$ cat config.mk
export PLATFORM = sky130hd
export DESIGN_NAME = cbi980_i2s_tx_flat
export DESIGN_NICKNAME = d
export VERILOG_FILES = /design/src/rtl/cbi980_i2s_tx_if.sv /design/src/rtl/cbi980_i2s_tx.sv /design/src/flat_wrapper.sv
export SDC_FILE = /design/constraint.sdc
export NUM_CORES = 1
export LEC_CHECK = 0
export BUFFER_PORTS_ARGS = -buffer_cell sky130_fd_sc_hd__buf_2
export CORE_MARGIN = 5
export CORE_UTILIZATION = 35
export DETAILED_ROUTE_END_ITERATION = 16
export GPL_TIMING_DRIVEN = 0
export PLACE_DENSITY = 0.59
export SYNTH_ARGS = -nofsm -noshare
export SYNTH_HDL_FRONTEND = slang
export SYNTH_SLANG_ARGS = --single-unit
export TNS_END_PERCENT = 100
$ cat constraint.sdc
create_clock -name aclk -period 5.9 [get_ports aclk]
set_input_delay 0.59 -clock aclk [delete_from_list [all_inputs] [get_ports aclk]]
set_output_delay 0.59 -clock aclk [all_outputs]
set_load 0.01 [all_outputs]
$ cat src/rtl/cbi980_i2s_tx_if.sv
// Register port of the CBI980 I2S transmitter.
// Master drives strobes/addresses, slave returns read data.
interface cbi980_i2s_tx_if;
   logic        write_en;
   logic [31:0] write_addr;
   logic [31:0] write_data;
   logic        read_en;
   logic [31:0] read_addr;
   logic [31:0] read_data;
   logic        read_vld;

   modport master (
      output write_en, write_addr, write_data,
      output read_en, read_addr,
      input  read_data, read_vld
   );

   modport slave (
      input  write_en, write_addr, write_data,
      input  read_en, read_addr,
      output read_data, read_vld
   );
endinterface

$ cat src/rtl/cbi980_i2s_tx.sv
// CBI980 I2S transmitter: registers, sample FIFO, frame sequencer.
// Optional low-water irq and CTRL.IRQ_MASK under CBI980_TX_IRQ_EN.
module cbi980_i2s_tx #(
   parameter int DEPTH = 8,
   parameter int DIV_W = 8
) (
   input  logic           aclk,
   input  logic           arstn,
   cbi980_i2s_tx_if.slave bus,
   output logic           i2s_bclk,
   output logic           i2s_lrclk,
   output logic           i2s_sdata,
   output logic           irq
);
   localparam int AW = $clog2(DEPTH);
   localparam int CW = AW + 1;

   typedef enum logic {IDLE, RUN} state_t;

   state_t           state;
   logic             en;
   logic             mask;
   logic [DIV_W-1:0] clkdiv;
   logic [DIV_W-1:0] div_act;
   logic [DIV_W-1:0] div;
   logic [4:0]       slot;
   logic [31:0]      shreg;
   logic             underrun;
   logic             overflow;
   logic [31:0]      mem [DEPTH];
   logic [AW-1:0]    wptr;
   logic [AW-1:0]    rptr;
   logic [CW-1:0]    level;

   logic [1:0]  wsel;
   logic [1:0]  rsel;
   logic        wr_ctrl;
   logic        wr_div;
   logic        wr_stat;
   logic        wr_tx;
   logic        flush;
   logic        en_nxt;
   logic        empty;
   logic        full;
   logic        fall;
   logic        load;
   logic        pop;
   logic        push;
   logic        und_set;
   logic        ovf_set;
   logic [4:0]  slot_nxt;
   logic [31:0] word;
   logic [31:0] rd_mux;
   logic        unused_bits;

   assign wsel     = bus.write_addr[3:2];
   assign rsel     = bus.read_addr[3:2];
   assign wr_ctrl  = bus.write_en && wsel == 2'd0;
   assign wr_div   = bus.write_en && wsel == 2'd1;
   assign wr_stat  = bus.write_en && wsel == 2'd2;
   assign wr_tx    = bus.write_en && wsel == 2'd3;
   assign flush    = wr_ctrl && bus.write_data[1];
   assign en_nxt   = wr_ctrl ? bus.write_data[0] : en;
   assign empty    = level == '0;
   assign full     = level == CW'(DEPTH);
   assign slot_nxt = slot + 5'd1;

   // Falling bclk edge; a pending EN=0 write pre-empts it.
   assign fall    = state == RUN && en_nxt &&
                    div == div_act && i2s_bclk;
   assign load    = fall && slot_nxt == 5'd1;
   assign pop     = load && !empty;
   assign und_set = load && empty;
   assign push    = wr_tx && (!full || pop);
   assign ovf_set = wr_tx && full && !pop;
   assign word    = empty ? '0 : mem[rptr];

   assign unused_bits = ^{bus.write_addr[31:4],
                          bus.write_addr[1:0],
                          bus.read_addr[31:4],
                          bus.read_addr[1:0]};

   always_ff @(posedge aclk) begin
      if (push) mem[wptr] <= bus.write_data;
   end

   always_ff @(posedge aclk or negedge arstn) begin
      if (!arstn) begin
         en       <= 1'b0;
         clkdiv   <= DIV_W'(3);
         underrun <= 1'b0;
         overflow <= 1'b0;
         wptr     <= '0;
         rptr     <= '0;
         level    <= '0;
      end else begin
         if (wr_ctrl) en <= bus.write_data[0];
         if (wr_div) clkdiv <= bus.write_data[DIV_W-1:0];
         if (und_set) underrun <= 1'b1;
         else if (wr_stat && bus.write_data[2]) underrun <= 1'b0;
         if (ovf_set) overflow <= 1'b1;
         else if (wr_stat && bus.write_data[3]) overflow <= 1'b0;
         if (flush) begin
            wptr  <= '0;
            rptr  <= '0;
            level <= '0;
         end else begin
            if (push) wptr <= wptr + AW'(1);
            if (pop) rptr <= rptr + AW'(1);
            level <= level + CW'(push) - CW'(pop);
         end
      end
   end

`ifdef CBI980_TX_IRQ_EN
   always_ff @(posedge aclk or negedge arstn) begin
      if (!arstn) begin
         mask <= 1'b0;
         irq  <= 1'b0;
      end else begin
         if (wr_ctrl) mask <= bus.write_data[2];
         irq <= en && level <= CW'(DEPTH / 2) && !mask;
      end
   end
`else
   assign mask = 1'b0;
   assign irq  = 1'b0;
`endif

   always_ff @(posedge aclk or negedge arstn) begin
      if (!arstn) begin
         state     <= IDLE;
         div       <= '0;
         div_act   <= '0;
         slot      <= '0;
         shreg     <= '0;
         i2s_bclk  <= 1'b0;
         i2s_lrclk <= 1'b0;
         i2s_sdata <= 1'b0;
      end else begin
         unique case (state)
            IDLE: begin
               div_act <= clkdiv;
               if (en_nxt) state <= RUN;
            end
            RUN: begin
               if (!en_nxt) begin
                  state     <= IDLE;
                  div       <= '0;
                  slot      <= '0;
                  shreg     <= '0;
                  i2s_bclk  <= 1'b0;
                  i2s_lrclk <= 1'b0;
                  i2s_sdata <= 1'b0;
               end else if (div == div_act) begin
                  div      <= '0;
                  div_act  <= clkdiv;
                  i2s_bclk <= !i2s_bclk;
                  if (i2s_bclk) begin
                     slot      <= slot_nxt;
                     i2s_lrclk <= slot_nxt[4];
                     // Shifted-out zeros leave R bit 0 for slot 0.
                     if (load) begin
                        i2s_sdata <= word[31];
                        shreg     <= {word[30:0], 1'b0};
                     end else begin
                        i2s_sdata <= shreg[31];
                        shreg     <= {shreg[30:0], 1'b0};
                     end
                  end
               end else begin
                  div <= div + DIV_W'(1);
               end
            end
            default: state <= IDLE;
         endcase
      end
   end

   always_comb begin
      rd_mux = '0;
      unique case (rsel)
         2'd0: rd_mux[2:0] = {mask, 1'b0, en};
         2'd1: rd_mux[DIV_W-1:0] = clkdiv;
         2'd2: begin
            rd_mux[3:0]     = {overflow, underrun, full, empty};
            rd_mux[8 +: CW] = level;
         end
         default: rd_mux = '0;
      endcase
   end

   always_ff @(posedge aclk or negedge arstn) begin
      if (!arstn) begin
         bus.read_data <= '0;
         bus.read_vld  <= 1'b0;
      end else begin
         bus.read_vld <= bus.read_en;
         if (bus.read_en) bus.read_data <= rd_mux;
      end
   end
endmodule

$ cat src/flat_wrapper.sv
// flat-port wrapper written by rule: the top's interface ports become plain ports
module cbi980_i2s_tx_flat 
#(
   parameter int DEPTH = 8,
   parameter int DIV_W = 8
)
  (aclk, arstn, i2s_bclk, i2s_lrclk, i2s_sdata, irq, bus_write_en, bus_write_addr, bus_write_data, bus_read_en, bus_read_addr, bus_read_data, bus_read_vld);
  cbi980_i2s_tx_if bus_i ();
  input  logic aclk;
  input  logic arstn;
  output logic i2s_bclk;
  output logic i2s_lrclk;
  output logic i2s_sdata;
  output logic irq;
  input wire logic [$bits(bus_i.write_en)-1:0] bus_write_en;
  input wire logic [$bits(bus_i.write_addr)-1:0] bus_write_addr;
  input wire logic [$bits(bus_i.write_data)-1:0] bus_write_data;
  input wire logic [$bits(bus_i.read_en)-1:0] bus_read_en;
  input wire logic [$bits(bus_i.read_addr)-1:0] bus_read_addr;
  output wire logic [$bits(bus_i.read_data)-1:0] bus_read_data;
  output wire logic [$bits(bus_i.read_vld)-1:0] bus_read_vld;
  assign bus_i.write_en = bus_write_en;
  assign bus_i.write_addr = bus_write_addr;
  assign bus_i.write_data = bus_write_data;
  assign bus_i.read_en = bus_read_en;
  assign bus_i.read_addr = bus_read_addr;
  assign bus_read_data = bus_i.read_data;
  assign bus_read_vld = bus_i.read_vld;
  cbi980_i2s_tx #(.DEPTH(DEPTH), .DIV_W(DIV_W)) u_core (.aclk(aclk), .arstn(arstn), .bus(bus_i), .i2s_bclk(i2s_bclk), .i2s_lrclk(i2s_lrclk), .i2s_sdata(i2s_sdata), .irq(irq));
endmodule
==> impl_metrics.env, run 1 <==
export IMPL_cts_path_max_buffers=3
export IMPL_synth_yosys_warnings=0
export IMPL_cts_root_buf="clkbuf_16"
export IMPL_fmax_ghz=0.2947
export IMPL_num_antenna_cells=0
export IMPL_cp_slowest_cell="nor4b_2"
export IMPL_crit_path_buf_inv_count=4
export IMPL_drt_pass1_iterations=5
export IMPL_power_ir_vdd_worst_uv=191.5
export IMPL_max_incr_delay_on_cp_ns=0.91
export IMPL_cts_htree_levels=2
export IMPL_numClockSinks=344
export IMPL_hold_viol=0
export IMPL_worst_clock_skew_ns=0.01430
export IMPL_synth_main_ff_cell="edfxtp_1"
export IMPL_setup_viol=0
export IMPL_numPlacedInstances=1411
export IMPL_cts_reportedPaths_clkPinSlew_ns=0.06
export IMPL_synthToLayoutAreaGrowth_pct=19.02
export IMPL_final_core_utilization=0.4212
export IMPL_pwr_share_comb=0.115
export IMPL_worst_path_max_fanout=9
export IMPL_avgViaCountPerCell=5.094
export IMPL_synth_top_cell_by_area="edfxtp_1"
export IMPL_power_density_cell_area_mw_per_mm2=354.2
export IMPL_io_buffers=55
export IMPL_required_time_of_the_worst_setup_path_ns=6.15
export IMPL_layoutNonFillerInstCount=1480
export IMPL_hold_path_class="primary input to flop"
export IMPL_crit_path_start_kind="flop"
export IMPL_globalRoute_totalOverflow=0
export IMPL_critical_path_class="flop to flop"
export IMPL_slew_viol_final=0
export IMPL_ys_seq_elements=344
export IMPL_cts_tree="yes"
export IMPL_critical_path_cell_chain="inv_1 > ha_1 > or3b_2 > nand2_1 > nor4_1 > a21oi_2 > nor4b_2 > buf_4 > buf_4 > buf_6"
export IMPL_die_width_um=210.4
export IMPL_synth_edf_count=256
export IMPL_tot_gr_track_use=0.1380
export IMPL_detail_route_drc_violations=0
export IMPL_finalCriticalPeriod_ns=3.393
export IMPL_postRouteAntennaNets=0
export IMPL_synth_top_cells_by_area="edfxtp_1 55%, dfrtp_1 15%, mux4_2 10%, mux2i_1 2.6%, a221o_1 2.2%"
export IMPL_swShare=0.2477
export IMPL_layout_nets=1041
export IMPL_insertion_delay_ns=0.54
export IMPL_postSynth_asyncResetShare=0.2558
export IMPL_post_synth_top_count_cell="edfxtp_1"
export IMPL_drt_first_iter_violations=523
export IMPL_cell_leakage_power_nw=5.967
export IMPL_routabilityCongestion=0.7822
export IMPL_power_net_switching_w=0.001468
export IMPL_die_footprint_mm2=0.04428
export IMPL_synth_top_cells_by_count="256 x edfxtp_1, 86 x dfrtp_1, 64 x mux4_2, 37 x mux2i_1, 34 x nor4_1"
export IMPL_post_cts_resize_count=0
export IMPL_finalCritPeriodShare=0.5751
export IMPL_floorplan_die_height_um=210.4
export IMPL_synth_top_area_frac=0.5468
export IMPL_grt_start_max_net_pins=70
export IMPL_worst_slew_margin_rel=0.2868
export IMPL_crit_family="simple AND/OR/NAND/NOR gates"
export IMPL_ioPinCount=137
export IMPL_yosysUniqueCellTypes=60
export IMPL_maximum_capacitance_violations=0
export IMPL_layout_drive_gt1_share=0.3110
export IMPL_grt_pass1_wl_um=47600
export IMPL_unrepaired_setup_endpoints_after_global_routing="false"
export IMPL_grt_pass1_vias=7771
export IMPL_timing_setup_tns_ns=0
export IMPL_drt_wl_cell_um=20.74
export IMPL_detailroute_via_count=7539
export IMPL_postCtsSetupBuffers=0
export IMPL_syn_cell_area_mm2=0.01406
export IMPL_internal_power_w=0.004459
export IMPL_core_region_area_mm2=0.03973
export IMPL_power_clock_fraction=0.405
export IMPL_grt_antenna_before_repair=0
export IMPL_postSynthAreaPerCell_um2=18.07
export IMPL_ys_seq_area_frac=0.7036
export IMPL_hpwlAfterDp_um=20400
export IMPL_post_detailed_routing_wire_length_um=30690
export IMPL_status="complete, no violations"
export IMPL_most_frequent_cell_on_critical_path="buf_4"
export IMPL_critPathArrivalTime_ns=3.64
export IMPL_end_kind="flop"
export IMPL_timing_worst_slew_pin_value_ns=1.067
export IMPL_power_frac_seq=0.480
export IMPL_floorplan_initialDensity=0.3539
export IMPL_cts_buffers=37
export IMPL_synth_cells=778
export IMPL_placementRows=73
[path summary, 6_finish.rpt]
path,cells past startpoint,slack [ns],endpoint,start
worst min register to register,2,0.50,u_core.bus.read_data[10]$_DFFE_PN0P_,u_core.level[2]$_DFF_PN0_
min in group asynchronous,2,0.50,u_core.bus.read_data[9]$_DFFE_PN0P_,arstn
max in group asynchronous,3,4.75,u_core.shreg[5]$_DFFE_PN0P_,arstn
worst max register to register,10,2.51,u_core.mem[2][22]$_DFFE_PP_,u_core.level[3]$_DFF_PN0_
worst max-delay path,10,2.51,u_core.mem[2][22]$_DFFE_PP_,u_core.level[3]$_DFF_PN0_
worst min-delay path,1,0.23,u_core.bus.read_vld$_DFF_PN0_,bus_read_en
[layer usage]
metal  GRT usage  routed length, µm  vias up
li1            -                  -     3390
met1      0.1978              13930     3893
met2      0.2199              14560      215
met3     0.02739               1693       41
met4     0.03286                505        0
met5           0                  0        -
[placed cells by master (no fill, tap or decap), types with 10 or more instances in the layout]
master and instances:
a221o_1 31, buf_2 66, buf_4 48, buf_6 11
clkbuf_1 21, clkbuf_16 39, clkinv_2 11, conb_1 21
dfrtp_1 86, edfxtp_1 256, ha_1 14, inv_1 22
mux2_2 20, mux2i_1 37, mux4_2 64, nand2_1 23
nand3_1 13, nor2_1 10, nor4_1 33, o21ai_0 10
xnor2_1 13
[sequential cells by signal, indices dropped and copies added, names as in the netlist, 3 cells and up]
name,cells
u_core.bus.read_data,12
u_core.clkdiv,8
u_core.div,8
u_core.div_act,8
u_core.level,4
u_core.mem,256
u_core.rptr,3
u_core.shreg,31
u_core.slot,5
u_core.wptr,3
[power groups by stage]
| stage | combinational, W | sequential (W) | clock (W) |
|---|---|---|---|
| final | 0.000681 | 0.00285 | 0.00240 |
| after global routing | 0.000756 | 0.00286 | 0.00257 |
| after global placement | 0.000636 | 0.00290 | 0 |
| after detailed placement | 0.000685 | 0.00290 | 0 |
| after floorplan | 0.000440 | 0.00288 | 0 |
| after CTS | 0.000687 | 0.00285 | 0.00247 |
[metrics by stage]
| step | total power [W] | area [µm²] | setup slack, ns | hold slack (ns) |
|---|---|---|---|---|
| 6_report | 0.005927 | 16730 | 2.507 | 0.2268 |
| 5_1_grt | 0.006188 | 16730 | 2.302 | 0.2102 |
| 3_5_place_dp | 0.003581 | 15440 | 2.150 | 0.4927 |
| 2_1_floorplan | 0.003317 | 14130 | 0.5148 | 0.2944 |
| 3_3_place_gp | 0.003539 | 15070 | -3.721 | 0.4910 |
| 4_1_cts | 0.006001 | 16730 | 2.427 | 0.2000 |
[kinds of logic (layout without fill, tap and decap cells)]
family | count (synthesis) | count (layout) | synth area share
buffers and inverters | 88 | 245 | 0.03248
XOR/XNOR | 16 | 16 | 0.009967
AND/OR/NAND/NOR | 121 | 121 | 0.05179
adder cells (fa/ha/maj) | 15 | 15 | 0.01388
multiplexers | 122 | 122 | 0.1459
other | 1 | 21 | 0.0002667
flip-flops | 344 | 344 | 0.7036
AO/OA/AOI/OAI | 71 | 71 | 0.04218
[worst register-to-register path, delay by kind of cell, from the launching register on]
family,cells,cell delay [ns]
adders and majority gates,1,0.19
buffers and inverters,4,0.72
AOI/OAI and AO/OA,1,0.25
DFF,1,0.41
and+or+nand+nor,4,1.53
[area by class of cell]
class / instances / area [µm²]
Tap cell: 525 / 656.9
Sequential cell: 344 / 9892
Fill cell: 3602 / 23000
Multi-Input combinational cell: 366 / 3824
Inverter: 23 / 88.84
Clock inverter: 21 / 220.2
Timing Repair Buffer: 89 / 618.1
Buffer: 65 / 367.9
Clock buffer: 47 / 1066
[what timing repair did]
action	CTS	global route
endpoints found under the hold margin	19	0
hold buffers	1	0
endpoints found under the setup margin	0	0
(Power assumes the default switching activity.)
==> run 2, diff against run 1 <==
Clock period 5.9 ns to 3.3 ns, I/O delays scaled along.
==> run 2 against run 1 <==
Against the previous run:
- clock power increased by 70%
- via count is 0.41% lower
- clock skew about the same
- worst hold slack got worse by 0.16 ns
- final area down 0.19%
- worst setup slack worse by 2.3 ns
- utilization is 0.082 points lower
- cell count fell by 0.74%
- largest power group unchanged
==> impl_metrics.env, run 2 (synthesis gave the netlist of run 1 again) <==
export IMPL_status="complete, no violations"
export IMPL_synthToLayoutAreaGrowth_pct=18.79
export IMPL_globalRoute_totalOverflow=0
export IMPL_cts_root_buf="clkbuf_16"
export IMPL_post_detailed_routing_wire_length_um=30780
export IMPL_cts_buffers=37
export IMPL_power_ir_vdd_worst_uv=432.6
export IMPL_power_density_cell_area_mw_per_mm2=624.6
export IMPL_ioPinCount=137
export IMPL_floorplan_initialDensity=0.3539
export IMPL_worst_r2r_cell_count=12
export IMPL_cts_path_max_buffers=3
export IMPL_slew_viol_final=0
export IMPL_detailroute_via_count=7508
export IMPL_fmax_ghz=0.3238
export IMPL_grt_antenna_before_repair=0
export IMPL_insertion_delay_ns=0.54
export IMPL_die_footprint_mm2=0.04428
export IMPL_layoutNonFillerInstCount=1469
export IMPL_cell_leakage_power_nw=5.900
export IMPL_timing_setup_tns_ns=0
export IMPL_critical_path_class="flop to flop"
export IMPL_regs_by_ff_count="u_core.mem: 256 flops, u_core.shreg: 31 flops, u_core.bus.read_data: 12 flops"
export IMPL_timing_worst_slew_pin_value_ns=1.137
export IMPL_detail_route_drc_violations=0
export IMPL_postRouteAntennaNets=0
export IMPL_core_region_area_mm2=0.03973
export IMPL_finalCriticalPeriod_ns=3.088
export IMPL_worst_slew_margin_rel=0.2404
export IMPL_numPlacedInstances=1397
export IMPL_hpwlAfterDp_um=19860
export IMPL_grt_pass1_wl_um=46650
export IMPL_worst_hold_startpoint="bus_write_data[26]"
export IMPL_routabilityCongestion=0.7313
export IMPL_cts_tree="yes"
export IMPL_reg2reg_setup_slack_ns=0.21
export IMPL_flip_flop_count_of_the_largest_register_after_layout=256
export IMPL_drt_wl_cell_um=20.95
export IMPL_tot_gr_track_use=0.1370
export IMPL_die_width_um=210.4
export IMPL_most_frequent_standard_cell_in_the_layout_excluding_fill_and_tap_cells="edfxtp_1"
export IMPL_placementRows=73
export IMPL_worst_path_max_fanout=10
export IMPL_cts_reportedPaths_clkPinSlew_ns=0.06
export IMPL_io_buffers=55
export IMPL_grt_start_max_net_pins=48
export IMPL_finalWorstSetupSlack_ns=0.2121
export IMPL_critPathArrivalTime_ns=3.51
export IMPL_setup_viol=0
export IMPL_final_hold_worst_slack_ns=0.06739
export IMPL_drt_first_iter_violations=567
export IMPL_floorplan_die_height_um=210.4
export IMPL_worstHoldEndpoint="u_core.mem[0][26]$_DFFE_PP_"
export IMPL_rr_endpoint="u_core.level[2]$_DFF_PN0_"
export IMPL_worst_clock_skew_ns=0.01411
export IMPL_filler_cell_count=3522
export IMPL_layout_drive_gt1_share=0.2860
export IMPL_maximum_capacitance_violations=0
export IMPL_avgViaCountPerCell=5.111
export IMPL_required_time_of_the_worst_setup_path_ns=3.72
export IMPL_top_library_cells_by_usage_in_the_layout_fill_and_taps_aside="256 x edfxtp_1, 86 x dfrtp_1, 66 x buf_2, 64 x mux4_2, 38 x clkbuf_16"
export IMPL_hold_viol=0
export IMPL_num_antenna_cells=0
export IMPL_grt_pass1_vias=7549
export IMPL_final_core_utilization=0.4203
export IMPL_unrepaired_setup_endpoints_after_global_routing="false"
export IMPL_finalCritPeriodShare=0.9357
export IMPL_numClockSinks=344
export IMPL_layout_nets=1030
export IMPL_crit_path_start_kind="flop"
export IMPL_pre_cts_slack_ns=-0.005043
export IMPL_worst_r2r_startpoint="u_core.slot[0]$_DFFE_PN0P_"
export IMPL_end_kind="flop"
export IMPL_hold_path_class="primary input to flop"
export IMPL_drt_pass1_iterations=5
export IMPL_cts_htree_levels=2
export IMPL_registers_top_by_ff_count="u_core.mem"
export IMPL_min_path_cells=1
run 2: changes by cell type in the layout (fill, tap and decap cells not counted), sizes merged:
| cell | change |
|---|---|
| clkbuf | +5 |
| clkinvlp | -2 |
| clkinv | -2 |
| buf | -12 |
| dlygate4sd3 | +1 |
| inv | -1 |
run 2: worst max-delay path by stage:
stage	from	end	slack (ns)
after detailed placement	u_core.level[2]$_DFF_PN0_	u_core.level[2]$_DFF_PN0_	-0.005
after CTS	u_core.div[6]$_DFFE_PN0P_	u_core.mem[7][22]$_DFFE_PP_	0.12
after floorplan	u_core.slot[0]$_DFFE_PN0P_	u_core.mem[2][0]$_DFFE_PP_	-0.34
after global routing	u_core.div[6]$_DFFE_PN0P_	u_core.mem[6][20]$_DFFE_PP_	0.03
final	u_core.slot[0]$_DFFE_PN0P_	u_core.level[2]$_DFF_PN0_	0.21
after global placement	bus_write_addr[3]	u_core.mem[0][17]$_DFFE_PP_	-2.67
run 2: what timing repair did:
action | in CTS | in global routing
hold buffers | 2 | 0
endpoints found under the hold margin | 45 | 0
setup buffers | 0 | 2
resized for setup | 1 | 0
setup endpoints to repair | 1 | 31
pin swaps | 0 | 3
run 2: layout make-up:
type	count	area, µm²	area share
flip-flops and latches	344	9892	0.5923
multi-input cells	366	3879	0.2322
clock buffers	52	1023	0.06128
well taps	525	656.9	0.03933
repair buffers	78	619.3	0.03708
plain buffers	65	367.9	0.02203
clock inverters	16	173.9	0.01041
inverters	23	88.84	0.005319
run 2: where the power goes:
| group | total [W] | switching [W] | internal (W) |
|---|---|---|---|
| Sequential | 0.00509 | 0.000165 | 0.00493 |
| Combinational | 0.00125 | 0.000746 | 0.000505 |
| Clock | 0.00409 | 0.00167 | 0.00242 |
| Total | 0.0104 | 0.00258 | 0.00785 |
run 2: per-stage QoR:
step	cell area (µm²)	total power, W
after floorplan	14170	0.005943
after global placement	15100	0.006334
after detailed placement	15460	0.006432
after CTS	16690	0.01055
after global routing	16700	0.01088
final	16700	0.01043
run 2: metal layers:
metal | share of wire | track usage | up-vias
met3 | 0.065 | 0.03006 | 38
met5 | 0 | 0 | -
met2 | 0.47 | 0.2180 | 234
met1 | 0.45 | 0.1971 | 3867
li1 | - | - | 3369
met4 | 0.013 | 0.02727 | 0
run 2: critical path: stages, from the launching register on:
cell      delay (ns)
dfrtp_1         0.43
ha_1            0.27
nor4_1          0.30
nand3_1         0.14
o31a_1          0.13
buf_2           0.21
clkbuf_1        0.31
o21ai_0         0.23
nand2_1         0.08
ha_1            0.24
fa_1            0.42
xnor2_1         0.17
nor2_1          0.05
